[src/rtl/noaa_pkg.sv]
// Shared definitions for the NOAA averaging/std-dev result path.
package noaa_pkg;
    localparam int RESULT_W = 12;
    localparam int ENTRY_W  = RESULT_W + 1;

    localparam logic MODE_AVG = 1'b0;
    localparam logic MODE_SD  = 1'b1;

    // Engine latency from MODE sample to the matching DONE strobe.
    localparam int                  TAG_DELAY_DEF = 3;
    localparam logic [RESULT_W-1:0] SD_LIMIT_DEF  = 12'd64;

    typedef struct packed {
        logic                is_sd;
        logic [RESULT_W-1:0] data;
    } result_entry_t;

    function automatic logic sd_over_limit(input logic                is_sd,
                                           input logic [RESULT_W-1:0] value,
                                           input logic [RESULT_W-1:0] limit);
        return (is_sd == MODE_SD) && (value > limit);
    endfunction
endpackage

[src/rtl/noaa_sync_fifo.sv]
// Generic synchronous first-word-fall-through FIFO with registered head outputs.
module noaa_sync_fifo
    import noaa_pkg::*;
#(
    parameter int  DEPTH = 8,
    parameter int  W     = ENTRY_W,
    localparam int AW    = $clog2(DEPTH)
) (
    input  logic          clk,
    input  logic          srst,
    input  logic          push,
    input  logic [W-1:0]  wdata,
    input  logic          rd_ready,
    output logic          rd_valid,
    output logic [W-1:0]  rd_data,
    output logic          full,
    output logic [AW:0]   count
);
    logic [W-1:0] mem [DEPTH];
    logic [AW:0]  wptr_q, wptr_d, rptr_q, rptr_d;
    logic         rd_valid_q, rd_valid_d;
    logic [W-1:0] rd_data_q, rd_data_d;
    logic         pop, wr_en;

    assign count    = wptr_q - rptr_q;
    assign full     = (count == (AW+1)'(DEPTH));
    assign pop      = rd_valid_q & rd_ready;
    assign wr_en    = push & (~full | pop);
    assign rd_valid = rd_valid_q;
    assign rd_data  = rd_data_q;

    // The head register is loaded from the next read address; when that slot is
    // the one being written this edge, take the incoming word instead.
    always_comb begin
        wptr_d     = wptr_q + {{AW{1'b0}}, wr_en};
        rptr_d     = rptr_q + {{AW{1'b0}}, pop};
        rd_valid_d = (wptr_d != rptr_d);
        if (wr_en && (wptr_q == rptr_d)) begin
            rd_data_d = wdata;
        end else begin
            rd_data_d = mem[rptr_d[AW-1:0]];
        end
    end

    always_ff @(posedge clk) begin
        if (srst) begin
            wptr_q     <= '0;
            rptr_q     <= '0;
            rd_valid_q <= 1'b0;
            rd_data_q  <= '0;
        end else begin
            wptr_q     <= wptr_d;
            rptr_q     <= rptr_d;
            rd_valid_q <= rd_valid_d;
            rd_data_q  <= rd_data_d;
        end
    end

    always_ff @(posedge clk) begin
        if (wr_en) begin
            mem[wptr_q[AW-1:0]] <= wdata;
        end
    end
endmodule

[src/rtl/noaa_result_fifo.sv]
// Tags NOAA engine results as average/std-dev, buffers them, and tracks drops and std-dev alarms.
module noaa_result_fifo
    import noaa_pkg::*;
#(
    parameter int                  DEPTH     = 8,
    parameter int                  TAG_DELAY = TAG_DELAY_DEF,
    parameter logic [RESULT_W-1:0] SD_LIMIT  = SD_LIMIT_DEF,
    localparam int                 CW        = $clog2(DEPTH) + 1
) (
    input  logic                CLK,
    input  logic                RESET,
    input  logic                MODE,
    input  logic                DONE,
    input  logic [RESULT_W-1:0] AVG_SD,
    output logic                OUT_VALID,
    input  logic                OUT_READY,
    output logic [RESULT_W-1:0] OUT_DATA,
    output logic                OUT_IS_SD,
    output logic [CW-1:0]       COUNT,
    output logic                OVERFLOW,
    output logic [7:0]          DROP_CNT,
    output logic                SD_ALARM
);
    logic [TAG_DELAY-1:0] tag_q, tag_d;
    logic                 tag, full, pop_fire, drop;
    logic                 overflow_q, overflow_d, sd_alarm_q, sd_alarm_d;
    logic [7:0]           drop_cnt_q, drop_cnt_d;
    result_entry_t        wentry, rentry;

    // MODE delay line; the oldest stage lines up with the DONE for that sample.
    for (genvar gi = 0; gi < TAG_DELAY; gi++) begin : g_tag
        if (gi == 0) begin : g_first
            assign tag_d[gi] = MODE;
        end else begin : g_rest
            assign tag_d[gi] = tag_q[gi-1];
        end
    end
    assign tag = tag_q[TAG_DELAY-1];

    assign pop_fire = OUT_VALID & OUT_READY;
    assign drop     = DONE & full & ~pop_fire;
    assign wentry   = '{is_sd: tag, data: AVG_SD};

    noaa_sync_fifo #(.DEPTH(DEPTH), .W(ENTRY_W)) u_fifo (
        .clk      (CLK),
        .srst     (RESET),
        .push     (DONE),
        .wdata    (wentry),
        .rd_ready (OUT_READY),
        .rd_valid (OUT_VALID),
        .rd_data  (rentry),
        .full     (full),
        .count    (COUNT)
    );

    assign OUT_DATA  = rentry.data;
    assign OUT_IS_SD = rentry.is_sd;

    // Alarm looks at every tagged result, including ones that are dropped.
    always_comb begin
        overflow_d = overflow_q | drop;
        sd_alarm_d = sd_alarm_q | (DONE & sd_over_limit(tag, AVG_SD, SD_LIMIT));
        drop_cnt_d = drop_cnt_q;
        if (drop && (drop_cnt_q != 8'hFF)) begin
            drop_cnt_d = drop_cnt_q + 8'd1;
        end
    end

    always_ff @(posedge CLK) begin
        if (RESET) begin
            tag_q      <= '0;
            overflow_q <= 1'b0;
            sd_alarm_q <= 1'b0;
            drop_cnt_q <= '0;
        end else begin
            tag_q      <= tag_d;
            overflow_q <= overflow_d;
            sd_alarm_q <= sd_alarm_d;
            drop_cnt_q <= drop_cnt_d;
        end
    end

    assign OVERFLOW = overflow_q;
    assign DROP_CNT = drop_cnt_q;
    assign SD_ALARM = sd_alarm_q;
endmodule

[config.mk]
export PLATFORM = sky130hd
export DESIGN_NAME = noaa_result_fifo
export DESIGN_NICKNAME = d
export VERILOG_FILES = /design/src/rtl/noaa_pkg.sv /design/src/rtl/noaa_sync_fifo.sv /design/src/rtl/noaa_result_fifo.sv
export SDC_FILE = /design/constraint.sdc
export NUM_CORES = 1
export LEC_CHECK = 0
export CAP_MARGIN = 20
export CORE_ASPECT_RATIO = 1.2
export CORE_MARGIN = 4
export CORE_UTILIZATION = 30
export CTS_CLUSTER_DIAMETER = 50
export CTS_CLUSTER_SIZE = 25
export DETAILED_ROUTE_END_ITERATION = 8
export SETUP_SLACK_MARGIN = 0.15
export SYNTH_ARGS = -nofsm -noshare
export SYNTH_HDL_FRONTEND = slang
export SYNTH_SLANG_ARGS = --single-unit
[constraint.sdc]
create_clock -name CLK -period 3.15 [get_ports CLK]
set_input_delay 0.63 -clock CLK [delete_from_list [all_inputs] [get_ports CLK]]
set_output_delay 0.63 -clock CLK [all_outputs]
set_load 0.01 [all_outputs]
# Word level (Yosys, flattened, before mapping)
# Memories as Yosys holds them, arrays and structs flattened.
# Cells that the tools add are included.
# op_classes
addsub	4
eq_ne	4
magnitude_cmp	1
n_mux	3
n_bitwise	10
reduce_logical	3
# op_table
operator	n
$mux W13	1
$gt A12 B7 Y1 const B	1
$add A4 B1 Y4	2
$add A8 B1 Y8 const B	1
$ne A8 B8 Y1 const B	1
$and A1 B1 Y1	5
$eq A4 B4 Y1	1
$eq A4 B4 Y1 const B	1
$ne A4 B4 Y1	1
$sub A4 B4 Y4	1
$logic_and A1 B1 Y1	3
$or A1 B1 Y1	3
$mux W1	2
$not A1 Y1	2
# word_totals
memories	1
ram_bits	104
elab_cells	34
reg_bits	35
# mem_list
name	depth	word_bits	read_ports	rd_ports_with_merged_regs	write_ports	line	source
u_fifo.mem	8	13	1	0	1	noaa_sync_fifo.sv:19	logic [W-1:0] mem [DEPTH];

# Depth between registers and ports, before layout
# Gate-level depths: netlist of the first run.
# depth
depth_word	7
depth_mapped	16
mapped_depth_nobuf	14

# Modules after synthesis
# A second synthesis of the first run with hierarchy kept.
# hier_totals
cells_unflattened	345
area_unflattened_um2	5675.4
# modules_own_cells
mod	area_each_um2	n_inst	cells_each
noaa_sync_fifo	5094.9	1	282
noaa_result_fifo	580.6	1	63

# Worst setup path after synthesis of the first run
# Ideal clock, no wire load.
# synth_timing
path_kind	flip-flop to flip-flop
start	register u_fifo.wptr_q[0]
end	memory u_fifo.mem[4][0] (netlist name) (enable)
n_path_buf	1
path_stages_with_launch	11
t_required_ps	2728
setup_slack_ps	-490
setup_ps	422
arrival_ps	3218
cell_sequence	dfxtp_1 > clkbuf_1 > inv_1 > ha_1 > inv_1 > fa_1 > xor2_1 > nor4_1 > nand3_1 > nand2_1 > nor4b_1
# synth_via
elab_chain_len	7
# synth_rtl
element	line	source
from (decl)	noaa_sync_fifo.sv:20	logic [AW:0] wptr_q, wptr_d, rptr_q, rptr_d;
from (signal assigned)	noaa_sync_fifo.sv:52	wptr_q <= wptr_d;
$sub A4 B4 Y4	noaa_sync_fifo.sv:25	assign count = wptr_q - rptr_q;
net COUNT[2]	noaa_result_fifo.sv:19	output logic [CW-1:0] COUNT,
$eq A4 B4 Y1	noaa_sync_fifo.sv:26	assign full = (count == (AW+1)'(DEPTH));
$not A1 Y1	noaa_sync_fifo.sv:28	assign wr_en = push & (~full | pop);
$or A1 B1 Y1	noaa_sync_fifo.sv:28	
$and A1 B1 Y1	noaa_sync_fifo.sv:28	
$mux W1	noaa_sync_fifo.sv:60	if (wr_en) begin
$mux W1 (not written as such)	noaa_sync_fifo.sv:61	mem[wptr_q[AW-1:0]] <= wdata;
to (decl)	noaa_sync_fifo.sv:19	
# The timed path passes the listed nets, and every way through them passes these cells.

# Final worst setup path of the first run
# layout_timing
start	register u_fifo.rptr_q[2]
end	output port COUNT[3]
# layout_via
elab_chain_len	1
# layout_rtl
element	line	source
from (decl)	noaa_sync_fifo.sv:20	
from (signal assigned)	noaa_sync_fifo.sv:53	rptr_q <= rptr_d;
$sub A4 B4 Y4	noaa_sync_fifo.sv:25	
to (decl)	noaa_result_fifo.sv:19	
# Every way passes these cells.

==> flow_metrics.py, run 1 <==
metrics = {
    "run": {
        "maxCapViolations": 0,
    },
    "setup_path": {
        "arrival_ns": 2.19,
        "critPathMaxFanout": 3,
        "path_class": "reg2out",
        "cp_slowest_cell": "clkdlybuf4s50_1",
        "crit_buf_inv": 2,
        "startpoint_type": "register",
        "required_ns": 2.52,
        "critical-path-max-stage-delay_ns": 0.53,
        "crit_path_end_kind": "primary output",
        "crit_path_cell_trace": "inv_1, ha_1, a21oi_1, a21o_1, and2_1, clkdlybuf4s50_1",
        "cp_top_family": "buffers and inverters",
    },
    "global_route": {
        "antenna_found_initial": 0,
        "gr-total-overflow": 0,
        "grt_max_degree": 36,
        "use_met3_pct": 3.32,
        "met1_usage_pct": 14.7,
        "gr-usage-met2_pct": 20.8,
        "grt_pass1_vias": 3410,
        "grt-busiest-layer": "met2",
        "grt_util_all_layers_pct": 12.3,
        "grt_pass1_wl_mm": 19.6,
    },
    "sta": {
        "timing.setup.tns_ns": 0,
        "finalCriticalPeriod_ns": 2.82,
        "skew_ns": 0.0107,
        "clock.fmax_mhz": 354,
        "relSlewSlack_pct": 39.5,
        "rsz0062_at_grt": "false",
        "tightest_slew_ns": 0.907,
        "hold_violations": 0,
        "period_share_pct": 89.7,
        "final-max-slew-violation-count": 0,
        "finalSetupViolations": 0,
    },
    "die": {
        "initial_utilization_pct": 30.4,
        "core.rowCount": 55,
        "dieArea_um2": 21300,
        "die_x_um": 134,
        "pin_count": 45,
        "die_h_um": 159,
        "core_region_area_um2": 18800,
    },
    "final_layout": {
        "final_common_cell": "edfxtp_1",
        "n_fill_cell": 1724,
        "antenna_cells": 0,
        "final_util_pct": 38.8,
        "syn2layout_area_growth_pct": 27.6,
        "nets": 439,
        "drive_above_1_share_pct": 26.4,
        "layout_common_cells": "edfxtp_1, clkdlybuf4s50_1, dfxtp_1",
    },
    "clock_tree": {
        "hold_buffers": 0,
        "cts_num_sinks": 139,
        "cts_max_level": 4,
        "cts_tree": "built",
        "clkTransAtPathRegs_ns": 0.05,
        "cts_setup_buffers": 0,
        "cts_resized": 0,
        "cts_made_buffers": 17,
        "clock_latency_ns": 0.42,
        "cts_root_buffer": "clkbuf_16",
        "clock_path_buffers": 2,
    },
    "synthesis": {
        "synth_edf_count": 104,
        "async_flop_share_pct": 0,
        "synth_cells": 349,
        "seq_area_frac_synth_pct": 66.9,
        "yosys_warnings": 0,
        "netlist_area_um2": 5720,
        "syn_nets": 375,
        "post_synth.cell_area_avg_um2": 16.4,
        "synth_ff_type": "edfxtp_1",
        "synth_seq_cells": 139,
        "ys_types": 41,
    },
    "drt": {
        "vias_per_cell": 4.76,
        "first_pass_iters": 4,
        "via_count": 3243,
        "drc_errors": 0,
        "initialDrtViolationCount": 205,
        "ant_nets": 0,
        "routed_wl_mm": 12.5,
        "avgRoutedWirePerCell_um": 18.3,
    },
    "power_and_ir_drop": {
        "power.leakage_nw": 2.42,
        "cellPowerDensity_nw_per_um2": 793,
        "vdd_drop_max_v": 0.000412,
    },
    "placement": {
        "hpwl_mm": 7.62,
        "gp_congestion": 0.770,
        "io_buffers": 44,
    },
    "run_status": {
        "outcome": "finished, final reports clean",
    },
    "hold_path": {
        "hold_class": "reg2reg",
    },
}
## layer usage
layer	share of wire (%)	vias to the layer above
li1	-	1501
met1	43	1661
met2	52	65
met3	3.7	16
met4	2.0	0
met5	0	-
## Yosys cell counts (all sizes together) (6+ instances only)
library cell    n  area, µm²
nand3           9       45.0
mux4           26        586
ha              8        100
nor2b          21        131
nand2           6       22.5
inv            22       82.6
clkbuf         10       37.5
or4             6       45.0
a311oi         13        158
buf            12       66.3
dfxtp          35        701
nor3            6       30.0
a221oi         13        158
edfxtp        104       3120
xor2           10       95.1
a21oi          10       50.1
## state kept, by name (all words and copies together), names as in the netlist
name / cells
DROP_CNT: 8
u_fifo.rptr_q: 4
tag_q: 3
u_fifo.mem: 104
SD_ALARM: 1
u_fifo.rd_valid: 1
OVERFLOW: 1
u_fifo.wptr_q: 4
u_fifo.rd_data: 13
## power breakdown
part | switching, mW | leakage [nW] | internal [mW]
sequential | 0.0662 | 1.23 | 2.15
clock | 0.727 | 0.286 | 1.28
combinational | 0.754 | 0.895 | 0.810
## worst paths after layout
path / slack (ns) / startpoint / to / cells after the start
min reg2reg: 0.44 / tag_q[0] / tag_q[1] / 1
max reg2reg: 0.35 / u_fifo.rptr_q[0] / u_fifo.rd_valid / 13
min: 0.44 / tag_q[0] / tag_q[1] / 1
max: 0.33 / u_fifo.rptr_q[2] / COUNT[3] / 6
## stage by stage
stage	hold WS, ns	std cells	power [mW]	cell area [µm²]	setup slack, ns
global route	0.451	681	6.05	7290	0.178
finish	0.440	681	5.78	7290	0.325
global placement	0.426	649	3.81	6680	0.0695
floorplan	0.414	349	3.26	5810	0.126
CTS	0.445	680	5.86	7280	0.215
detailed placement	0.428	649	3.85	6680	0.0117
## area by class of cell
type	count	area [µm²]	area share, %
Multi-Input combinational cell	166	1800	24.7
Clock buffer	20	457	6.26
Timing Repair Buffer	67	661	9.06
Inverter	22	85.1	1.17
Tap cell	256	320	4.39
Clock inverter	11	144	1.97
Sequential cell	139	3820	52.4
## cell families (layout without fill, tap and decap cells)
| family | Yosys count | count (layout) | synth area share, % |
|---|---|---|---|
| simple gates | 67 | 67 | 7.07 |
| mux | 26 | 26 | 10.2 |
| xor+xnor | 14 | 14 | 2.28 |
| flops | 139 | 139 | 66.9 |
| buf+inv | 44 | 120 | 3.26 |
| fa+ha+maj | 9 | 9 | 2.10 |
| compound gates | 50 | 50 | 8.14 |
Note: power is estimated with default switching activity, not from simulation.
==> run 2: changes to the inputs <==
Settings changed: ABC_AREA from default to 1, MAX_ROUTING_LAYER from default to met4.
==> run 2 against run 1 <==
Net effect: non-clock buffer count grew 1; die area grew 6.1%; utilization shrank 0.71 points; register-to-register slack gained 0.02 ns; critical path depth grew 2; sequential cell count is the same; routed wire length grew 20%; clock skew shrank 0.0025 ns; highest routed layer unchanged.
==> flow_metrics.py, run 2 <==
metrics = {
    "setup_path": {
        "arrival_ns": 2.24,
        "critPathMaxFanout": 4,
        "startpoint_type": "register",
        "r2r_cells": 17,
        "crit_path_frequent_cell": "inv_1",
        "crit_buf_inv": 4,
        "critical-path-max-stage-delay_ns": 0.55,
        "regToRegEndpoint": "u_fifo.rd_valid",
        "crit_path_end_kind": "primary output",
        "path_class": "reg2out",
        "rr_startpoint": "u_fifo.wptr_q[0]",
        "cp_top_family": "buffers and inverters",
        "rrSetupSlack_ns": 0.37,
        "cp_slowest_cell": "clkdlybuf4s50_1",
        "required_ns": 2.52,
        "crit_path_cell_trace": "inv_1, ha_1, inv_1, fa_1, inv_1, nand2_1, nand2_1, clkdlybuf4s50_1",
    },
    "die": {
        "core_region_area_um2": 19800,
        "dieArea_um2": 22600,
        "die_x_um": 138,
        "initial_utilization_pct": 30.8,
        "die_h_um": 164,
        "pin_count": 45,
        "core.rowCount": 56,
    },
    "synthesis": {
        "synth_area_leader_cell": "edfxtp_1",
        "yosysMostFrequentCell": "nand2_1",
        "syn_nets": 664,
        "yosys-top-cells-area": "edfxtp_1, nand2_1, dfxtp_1",
        "seq_area_frac_synth_pct": 62.8,
        "ys_types": 25,
        "post_synth.cell_area_avg_um2": 9.54,
        "synth_ff_type": "edfxtp_1",
        "yosys_warnings": 0,
        "netlist_area_um2": 6080,
        "synth_commonest_cells": "nand2_1, edfxtp_1, nand3_1",
        "synth_edf_count": 104,
        "async_flop_share_pct": 0,
        "netlist.area_leader.share_pct": 51.3,
        "synth_seq_cells": 139,
        "synth_cells": 638,
    },
    "final_layout": {
        "final_common_cell": "nand2_1",
        "largest_reg_flops": 104,
        "drive_above_1_share_pct": 9.28,
        "antenna_cells": 0,
        "layout_common_cells": "nand2_1, edfxtp_1, nand3_1",
        "nets": 724,
        "final_cell_count_no_fill": 972,
        "syn2layout_area_growth_pct": 23.8,
    },
    "drt": {
        "ant_nets": 0,
        "drc_errors": 0,
        "first_pass_iters": 4,
        "avgRoutedWirePerCell_um": 15.4,
        "vias_per_cell": 4.53,
        "via_count": 4407,
        "initialDrtViolationCount": 306,
        "routed_wl_mm": 15.0,
    },
    "clock_tree": {
        "cts_tree": "built",
        "clock_latency_ns": 0.42,
        "clock_path_buffers": 2,
        "cts_max_level": 4,
        "clkTransAtPathRegs_ns": 0.06,
        "hold_buffers": 0,
        "cts_num_sinks": 139,
        "cts_root_buffer": "clkbuf_16",
        "cts_made_buffers": 17,
    },
    "sta": {
        "hold_violations": 0,
        "finalCriticalPeriod_ns": 2.87,
        "timing.setup.tns_ns": 0,
        "period_share_pct": 91.0,
        "skew_ns": 0.00816,
        "finalSetupViolations": 0,
        "holdWs_ns": 0.405,
        "final-max-slew-violation-count": 0,
        "tightest_slew_ns": 0.626,
        "relSlewSlack_pct": 58.0,
        "clock.fmax_mhz": 349,
        "rsz0062_at_grt": "false",
        "worst_slack_ns": 0.285,
    },
    "placement": {
        "io_buffers": 44,
        "post-place-ws_ns": 0.257,
        "gp_congestion": 0.850,
        "hpwl_mm": 9.30,
        "place_inst": 940,
    },
    "global_route": {
        "gr-usage-met2_pct": 25.0,
        "grt_pass1_vias": 4536,
        "grt_util_all_layers_pct": 14.3,
        "grt_pass1_wl_mm": 24.2,
        "use_met3_pct": 2.77,
        "gr-total-overflow": 0,
        "grt_max_degree": 54,
        "grt-busiest-layer": "met2",
        "met1_usage_pct": 16.1,
        "antenna_found_initial": 0,
    },
    "power_and_ir_drop": {
        "fin_total_pwr_mw": 5.92,
        "power.leakage_nw": 3.09,
        "vdd_drop_max_v": 0.000363,
        "cellPowerDensity_nw_per_um2": 785,
    },
    "hold_path": {
        "min_to": "tag_q[1]",
        "hold_class": "reg2reg",
        "hp-start": "tag_q[0]",
        "holdPathStages": 2,
    },
    "run_status": {
        "outcome": "finished, final reports clean",
    },
    "run": {
        "maxCapViolations": 0,
    },
}
## run 2: changes by cell type after synthesis, sizes merged, moves of 21 or more
cell	previous run	this run
nand2	6	202
nand3	9	74
nor2	5	63
inv	22	64
mux4	26	0
nand4	0	24
nor2b	21	0
## run 2: per-layer routing
metal  wire (µm)  up-vias  part of all wire [%]
met2        7710      105                    51
met3         649       19                   4.3
met1        6420     2056                    43
met5           0        -                     0
met4         218        0                   1.5
li1            -     2227                     -
## run 2: what timing repair did
action,4_1_cts,5_1_grt
setup endpoints to repair,1,3
cloned,0,0
hold endpoints to repair,0,0
buffers inserted,0,0
gates resized for setup,1,4
## run 2: how the worst max path moves through the flow
stage | startpoint | end | slack [ns] | depth (start not counted)
floorplan | u_fifo.wptr_q[0] | u_fifo.rd_valid | 0.34 | 17
global placement | u_fifo.wptr_q[0] | u_fifo.rd_valid | 0.24 | 17
detailed placement | u_fifo.wptr_q[0] | u_fifo.rd_valid | 0.26 | 17
CTS | u_fifo.rptr_q[2] | COUNT[3] | 0.16 | 6
global route | u_fifo.wptr_q[0] | u_fifo.rd_valid | 0.15 | 17
finish | u_fifo.wptr_q[0] | COUNT[2] | 0.28 | 8
## run 2: cells by family after synthesis
logic type      count (synthesis)  share of synthesized area, %
simple gates                  368                          25.8
compound gates                 24                          2.47
xor+xnor                        6                         0.864
buf+inv                        92                          6.09
fa+ha+maj                       9                          1.97
flops                         139                          62.8
## run 2: final cells by class
class                   count  area (µm²)
inverters                  65         244
repair buffers             68         661
clock buffers              21         472
flip-flops and latches    139        3820
multi-input cells         407        1910
clock inverters            11        95.1
fillers                  1968       12200
well taps                 261         327
## run 2: power breakdown
part	total (mW)	switching, mW	internal (mW)
Sequential	2.24	0.0835	2.15
Clock	1.90	0.748	1.15
Combinational	1.78	1.07	0.712
## run 2: worst register-to-register path: stages, from the launching register on
cell and delay, ns:
dfxtp_2 0.35, inv_1 0.08, ha_1 0.18, inv_1 0.08, fa_1 0.43, nor2_1 0.11
nand2_1 0.08, nor2_4 0.11, nand3_2 0.10, nand2_1 0.06, inv_1 0.06, ha_1 0.23
ha_4 0.23, xor2_1 0.14, nor2_1 0.09, o21ai_0 0.08, a21oi_1 0.15, a21oi_1 0.09
## run 2: stage by stage
step	instance area, µm²	util (%)
floorplan	6080	-
global placement	6940	35.1
detailed placement	6940	35.1
CTS	7510	38.0
global route	7530	38.1
finish	7530	38.1
